`config.mk`:
```
export PLATFORM = sky130hd
export DESIGN_NAME = mem_ctrl
export DESIGN_NICKNAME = d
export VERILOG_FILES = /design/src/rtl/mem_ctrl.sv
export SDC_FILE = /design/constraint.sdc
export NUM_CORES = 1
export LEC_CHECK = 0
export CORE_AREA = 2 2 156 158
export CTS_BUF_LIST = sky130_fd_sc_hd__clkbuf_8
export DETAILED_ROUTE_END_ITERATION = 12
export DIE_AREA = 0 0 158 160
export PLACE_DENSITY = 0.74
export SYNTH_ARGS = -nofsm -noshare
export SYNTH_HDL_FRONTEND = slang
export SYNTH_SLANG_ARGS = --single-unit
```
`constraint.sdc`:
```
create_clock -name clk_in -period 2.1 [get_ports clk_in]
set_input_delay 0.21 -clock clk_in [delete_from_list [all_inputs] [get_ports clk_in]]
set_output_delay 0.21 -clock clk_in [all_outputs]
set_load 0.05 [all_outputs]
```
`src/rtl/mem_ctrl.sv`:
```
// Byte-serial RAM/IO port arbiter between instruction fetch and load/store.
// Multi-byte accesses are split into byte cycles and reassembled little-endian.
module mem_ctrl #(
    parameter int unsigned ADDR_W = 32,
    parameter logic [1:0]  IO_SEL = 2'b11
) (
    input  logic              clk_in,
    input  logic              rst_in,
    input  logic              rdy_in,
    input  logic              io_buffer_full,
    input  logic [7:0]        mem_din,
    output logic [7:0]        mem_dout,
    output logic [ADDR_W-1:0] mem_a,
    output logic              mem_wr,
    input  logic              if_req,
    input  logic [ADDR_W-1:0] if_addr,
    input  logic              flush_in,
    output logic              if_done,
    output logic [31:0]       if_inst,
    input  logic              ls_req,
    input  logic              ls_we,
    input  logic [1:0]        ls_size,
    input  logic [ADDR_W-1:0] ls_addr,
    input  logic [31:0]       ls_wdata,
    output logic              ls_done,
    output logic [31:0]       ls_rdata
);

    typedef enum logic [1:0] {IDLE, READ, WRITE, DONE} state_t;

    state_t            state;
    logic [2:0]        cnt;
    logic [2:0]        nbytes;
    logic [ADDR_W-1:0] base;
    logic              serve_if;
    logic              mem_wr_q;
    logic [31:0]       wbuf;
    logic [31:0]       rbuf;
    logic [31:0]       rdata_next;
    logic [1:0]        cap_idx;
    logic [2:0]        ls_n;
    logic              io_blocked;

    assign mem_wr = mem_wr_q & rdy_in;

    always_comb begin
        cap_idx    = cnt[1:0] - 2'd1;
        rdata_next = rbuf;
        rdata_next[{cap_idx, 3'b000} +: 8] = mem_din;
        case (ls_size)
            2'b00:   ls_n = 3'd1;
            2'b01:   ls_n = 3'd2;
            default: ls_n = 3'd4;
        endcase
        io_blocked = ls_we && (ls_addr[17:16] == IO_SEL) && io_buffer_full;
    end

    always_ff @(posedge clk_in) begin
        if (!rst_in) begin
            state    <= IDLE;
            cnt      <= '0;
            nbytes   <= '0;
            base     <= '0;
            serve_if <= 1'b0;
            mem_wr_q <= 1'b0;
            wbuf     <= '0;
            rbuf     <= '0;
            mem_a    <= '0;
            mem_dout <= '0;
            if_done  <= 1'b0;
            ls_done  <= 1'b0;
            if_inst  <= '0;
            ls_rdata <= '0;
        end else if (rdy_in) begin
            case (state)
                IDLE: begin
                    if_done  <= 1'b0;
                    ls_done  <= 1'b0;
                    mem_wr_q <= 1'b0;
                    // A pending but throttled MEM request still blocks IF.
                    if (ls_req) begin
                        if (!io_blocked) begin
                            base     <= ls_addr;
                            mem_a    <= ls_addr;
                            cnt      <= 3'd1;
                            nbytes   <= ls_n;
                            serve_if <= 1'b0;
                            rbuf     <= '0;
                            wbuf     <= ls_wdata;
                            if (ls_we) begin
                                state    <= WRITE;
                                mem_wr_q <= 1'b1;
                                mem_dout <= ls_wdata[7:0];
                            end else begin
                                state <= READ;
                            end
                        end
                    end else if (if_req && !flush_in) begin
                        base     <= if_addr;
                        mem_a    <= if_addr;
                        cnt      <= 3'd1;
                        nbytes   <= 3'd4;
                        serve_if <= 1'b1;
                        rbuf     <= '0;
                        state    <= READ;
                    end
                end
                READ: begin
                    if (serve_if && flush_in) begin
                        cnt   <= '0;
                        state <= IDLE;
                    end else begin
                        rbuf <= rdata_next;
                        if (cnt == nbytes) begin
                            if (serve_if) begin
                                if_inst <= rdata_next;
                                if_done <= 1'b1;
                            end else begin
                                ls_rdata <= rdata_next;
                                ls_done  <= 1'b1;
                            end
                            state <= DONE;
                        end else begin
                            mem_a <= base + ADDR_W'(cnt);
                            cnt   <= cnt + 3'd1;
                        end
                    end
                end
                WRITE: begin
                    if (cnt == nbytes) begin
                        mem_wr_q <= 1'b0;
                        ls_done  <= 1'b1;
                        state    <= DONE;
                    end else begin
                        mem_a    <= base + ADDR_W'(cnt);
                        mem_dout <= wbuf[{cnt[1:0], 3'b000} +: 8];
                        cnt      <= cnt + 3'd1;
                    end
                end
                DONE: begin
                    if_done <= 1'b0;
                    ls_done <= 1'b0;
                    cnt     <= '0;
                    state   <= IDLE;
                end
                default: state <= IDLE;
            endcase
        end
    end

endmodule

```
=== Word level (Yosys, flattened, before mapping) ===
Index checks and enable logic that the tools add are counted.
W data, S select, Z words.

* Flip-flop bits (word level): 212
* Bits of input ports: 114
* Output and inout port bits: 107
* Word-level logic and storage cells: 118

* $add $sub $neg: 4
* Equal/unequal tests: 18
* Shift operators: 3
* Multiplexer cells: 51
* Bitwise operators: 4
* Reduce and logical (&&, ||, !) cells: 24

{| class="wikitable"
|+ Operators with widths
! operator !! count
|-
| $mux W32 || 9
|-
| $pmux W32 S3 || 1
|-
| $pmux W32 S2 || 1
|-
| $add A32 B3 Y32 || 1
|-
| $bwmux W32 || 1
|-
| $mux W8 || 4
|-
| $shift A8 B7 Y32 const A || 1
|-
| $shiftx A32 B6 Y8 || 1
|-
| $shiftx A8 B7 Y32 || 1
|-
| $reduce_and A5 Y1 || 6
|-
| $mux W3 || 8
|-
| $ne A2 B2 Y1 const B || 10
|-
| $pmux W8 S2 || 1
|-
| $mux W1 || 14
|-
| $mux W2 || 6
|-
| $pmux W3 S4 || 1
|-
| $pmux W2 S4 || 1
|-
| $reduce_and A4 Y1 || 2
|-
| $reduce_bool A2 Y1 || 4
|-
| $neg A5 Y7 || 1
|-
| $eq A2 B2 Y1 const B || 3
|-
| $ne A3 B3 Y1 const B || 2
|-
| $pmux W3 S2 || 1
|-
| $reduce_and A3 Y1 || 2
|-
| 14 further kinds || 22
|}

=== Longest topological paths before layout ===
* Word-level depth: 6
* Depth in mapped cells: 10
* Depth with buffers taken out: 8

=== Least setup slack after synthesis ===
No wires, ideal clock.

* Kind: flip-flop to flip-flop
* From: register cnt[0]
* To: register rbuf[17]
* Library setup time: 0.065 ns
* Arrival: 2.197 ns
* Data required time: 2.035 ns
* Setup slack: -0.163 ns
* Stages on the path, launching flop included: 10
* Buffers on the path: 2
* Clock period less this slack: 2.263 ns
* Cell sequence: dfxtp_1 buf_4 buf_2 inv_1 ha_1 nor3_1 a21oi_1 inv_1 a22oi_1 nor2b_1

* Word-level cells in the longest chain between the ends: 6
* Elaborated cells on any way between the ends: 7
* Classes of those cells: add/sub (2); shift (2); mux (3)

{| class="wikitable"
|+ Ends and longest elaborated chain
! item !! RTL line !! RTL
|-
| start, declared || 32 || <nowiki>logic [2:0] cnt;</nowiki>
|-
| start signal, assigned || 125 || <nowiki>cnt <= cnt + 3'd1;</nowiki>
|-
| start signal, assigned || 137 || <nowiki>cnt <= cnt + 3'd1;</nowiki>
|-
| $sub A2 B1 Y2 (*) || 47 || <nowiki>cap_idx = cnt[1:0] - 2'd1;</nowiki>
|-
| $neg A5 Y7 (*) || 49 || <nowiki>rdata_next[{cap_idx, 3'b000} +: 8] = mem_din;</nowiki>
|-
| $shiftx A8 B7 Y32 / $shift A8 B7 Y32 (equally long branches) || 49 ||
|-
| $bwmux W32 (*) || 49 ||
|-
| $mux W32 (*) || 109 || <nowiki>if (serve_if && flush_in) begin</nowiki>
|-
| $pmux W32 S2 (*) || 75 || <nowiki>case (state)</nowiki>
|-
| end signal, assigned || 113 || <nowiki>rbuf <= rdata_next;</nowiki>
|-
| end, declared || 38 || <nowiki>logic [31:0] rbuf;</nowiki>
|}

Every way passes the cells marked *; elsewhere a longest branch is shown, timed or not. The select of a mux whose other input is x is not followed.
A chain may end at the register's enable or synchronous reset.

=== Worst setup path after layout ===
* From: register cnt[1]
* To: register mem_a[29]

* Word-level cells in the longest chain between the ends: 4
* Elaborated cells on any way between the ends: 5
* Classes of those cells: add/sub (1); eq/ne (1); mux (3)

{| class="wikitable"
|+ Ends and longest elaborated chain
! item !! RTL line !! RTL
|-
| $add A32 B3 Y32 / $eq A3 B3 Y1 (equally long branches) || -- ||
|-
| $mux W32 (*) || 114, 130 ||
|-
| $mux W32 || 109 ||
|-
| $pmux W32 S3 (*) || 75 ||
|-
| end signal, assigned || 84 || <nowiki>mem_a <= ls_addr;</nowiki>
|-
| end signal, assigned || 124 || <nowiki>mem_a <= base + ADDR_W'(cnt);</nowiki>
|-
| end signal, assigned || 135 || <nowiki>mem_a <= base + ADDR_W'(cnt);</nowiki>
|-
| end, declared || 13 || <nowiki>output logic [ADDR_W-1:0] mem_a,</nowiki>
|}

Marked as above.

==> results.py <==
metrics = {
    "floorplanning": {
        "initial_core_util": 0.431,
        "io_pins": 221,
        "die_area_um2": 25300,
        "die_w_um": 158,
        "coreArea_um2": 23800,
        "rows": 57,
        "die-height_um": 160,
    },
    "yosys": {
        "synth-seq-cells": 212,
        "yosysMostFrequentCell": "nand2_1",
        "synth_area_leaders": "dfxtp_1, o211a_1, nand2_1",
        "async_flop_share": 0,
        "netlist_top_cells_count": "nand2_1, dfxtp_1, o211a_1, nor2b_1, clkbuf_1",
        "syn_avg_cell_area_um2": 8.95,
        "yosysTopAreaCellShare": 0.413,
        "synth_edf_count": 0,
        "ys_seq_area_frac": 0.413,
        "syn_inst": 1147,
        "synth_top_flop_cell": "dfxtp_1",
        "synth_warnings": 0,
        "yosysTopAreaCell": "dfxtp_1",
        "synth_cell_types": 65,
        "synth_nets": 1275,
        "netlist_area_um2": 10300,
    },
    "routing": {
        "vias": 9296,
        "ant_nets": 0,
        "wl_um": 28200,
        "drc": 0,
        "first_iter_violations": 550,
        "drt-wirelength-per-cell_um": 16.2,
        "first_pass_iters": 5,
        "drt-vias-per-instance": 5.33,
    },
    "layout": {
        "area_delta_synth_final_pct": 37.7,
        "fill_cells": 2137,
        "antennaDiodeCount": 0,
        "drive_above_1_share": 0.136,
        "final_nets": 1523,
        "fin_cells": 1743,
        "seqCellArea_um2": 4250,
        "final_core_util": 0.593,
        "multi_input_area_um2": 5590,
    },
    "timing": {
        "finalSetupViolCount": 0,
        "max_freq_mhz": 492,
        "maxSlewHeadroom": 0.610,
        "final-hold-violation-count": 0,
        "fin_crit_sh": 0.967,
        "min_period_ps": 2030,
        "fin_skew_ps": 14.1,
        "rsz0062_at_grt": "yes",
        "slew_viol_final": 0,
        "worst_pin_slew_ps": 584,
        "setup_slack_ps": 68.5,
    },
    "min_path": {
        "hold_depth": 2,
        "min_path_type": "in2reg",
        "hold_end": "base[12]",
        "min_from": "rst_in",
    },
    "grt": {
        "grt_pass1_wl_um": 44900,
        "grt.overflow.total": 0,
        "first_global_vias": 9037,
        "antenna_found_initial": 1,
        "grt_start_max_net_pins": 80,
        "track_usage": 0.218,
    },
    "clocking": {
        "clkTransAtPathRegs_ps": 60,
        "htree_num_levels": 2,
        "insertion_delay_ps": 520,
        "clockBufferDepth": 3,
        "cts_root_buf": "clkbuf_8",
        "holdBufCountCts": 0,
        "cts_buffers": 37,
        "cts_tree": "built",
        "cts.sinks": 212,
    },
    "power": {
        "powerDensity_nw_per_um2": 848,
        "total_power_uw": 12000,
        "irDropWorstVdd_mv": 0.403,
        "p_leak_uw": 0.00651,
    },
    "setup_path": {
        "rrSetupSlack_ps": 70,
        "cp_max_fo": 5,
        "critPathLaunchType": "flip-flop",
        "cp.arrival_ps": 2450,
        "crit_chain": "ha_1, nand3_2, a21oi_4, buf_6, nand3_1, mux2i_1, nand2_1, a32o_1",
        "cp_slowest_stage_delay_ps": 350,
        "required_ps": 2520,
        "path_class": "reg2reg",
        "slowest_stage": "dfxtp_2",
        "crit_path_end_kind": "flip-flop",
        "reg2reg_to": "mem_a[29]",
        "reg2regPathDepth": 8,
        "r2r_start": "cnt[1]",
    },
    "place": {
        "place_ws_ps": -122,
        "port_buffers": 220,
        "dp.cells": 1678,
        "place_congestion": 0.885,
        "dpl.hpwl_um": 19800,
    },
    "run": {
        "drv_cap": 0,
    },
    "run_status": {
        "status": "completed",
    },
}
-- state kept, by name (all words and copies together) (netlist names) --
| signal | flops |
|---|---|
| base | 32 |
| serve_if | 1 |
| cnt | 3 |
| if_inst | 32 |
| mem_wr_q | 1 |
| mem_a | 32 |
| state | 2 |
| nbytes | 3 |
| ls_done | 1 |
| if_done | 1 |
| rbuf | 32 |
| ls_rdata | 32 |
| wbuf | 32 |
| mem_dout | 8 |
-- metrics by stage --
stage	setup TNS (ps)	cell area, um2	hold WS (ps)
floorplan	-215	10300	355
global placement	-2440	13300	447
detailed placement	-4120	13300	457
CTS	-65.3	14000	77.1
global route	-33.5	14100	93.5
finish	0	14100	98.5
-- per-layer routing --
metal / track usage / part of all wire / up-vias
met3: 0.0423 / 0.065 / 51
met1: 0.287 / 0.44 / 4422
met4: 0.0639 / 0.023 / 0
met2: 0.360 / 0.47 / 286
li1: - / - / 4537
met5: 0 / 0 / -
-- critical path: cells and delay by family, from the launching register on --
kind,cells,cell delay (ps)
compound gates,2,440
fa+ha+maj,1,310
buf+inv,1,140
flops,1,350
mux,1,260
simple gates,3,420
-- final cells by class --
class / instances / share of cell area
clock buffer: 48 / 0.0467
clock inverter: 15 / 0.00443
inverter: 53 / 0.0142
multi-input combinational: 795 / 0.396
sequential: 212 / 0.301
tap: 324 / 0.0287
timing repair buffer: 296 / 0.210
-- cells in the final DEF (no fill, tap or decap), types with 10 or more instances in the layout --
master / instances
nand3_1: 27
a21oi_1: 39
clkbuf_8: 48
buf_4: 59
o21ai_0: 19
buf_12: 15
nor2b_1: 76
a211oi_1: 11
dfxtp_1: 208
a21boi_0: 53
clkdlybuf4s50_1: 217
nand2_1: 218
a22oi_1: 33
inv_1: 64
xor2_1: 17
mux2i_1: 34
nor2_1: 13
o211a_1: 95
and2_1: 10
-- how the worst max path moves through the flow --
stage	start	to	slack, ps	cells past startpoint
3_5_place_dp	rdy_in	mem_a[13]	-120	7
2_1_floorplan	cnt[0]	rbuf[0]	-30	10
3_3_place_gp	rdy_in	mem_a[12]	-90	7
6_report	cnt[1]	mem_a[29]	70	8
4_1_cts	cnt[1]	rbuf[3]	-20	8
5_1_grt	base[2]	mem_a[26]	-10	9
-- power by group --
part | total (uW) | switching [uW] | internal, uW
sequential | 4640 | 253 | 4390
clock | 3680 | 1650 | 2030
combinational | 3660 | 2140 | 1520
-- cells by family (layout without fill, tap and decap cells) --
logic type               after synthesis  in the layout  synth area share
AO/OA/AOI/OAI                        315            315             0.248
XOR/XNOR                              26             26            0.0222
adder cells (fa/ha/maj)               14             14            0.0178
buffers and inverters                140            412            0.0565
flip-flops                           212            212             0.413
multiplexers                          50             50            0.0595
AND/OR/NAND/NOR                      390            390             0.183
-- timing repair --
item	4_1_cts	5_1_grt
pin swaps	0	6
setup buffers	0	2
setup endpoints to repair	12	108
gates resized for setup	4	30
gates cloned	0	0
Note: power is estimated with default switching activity, not from simulation.
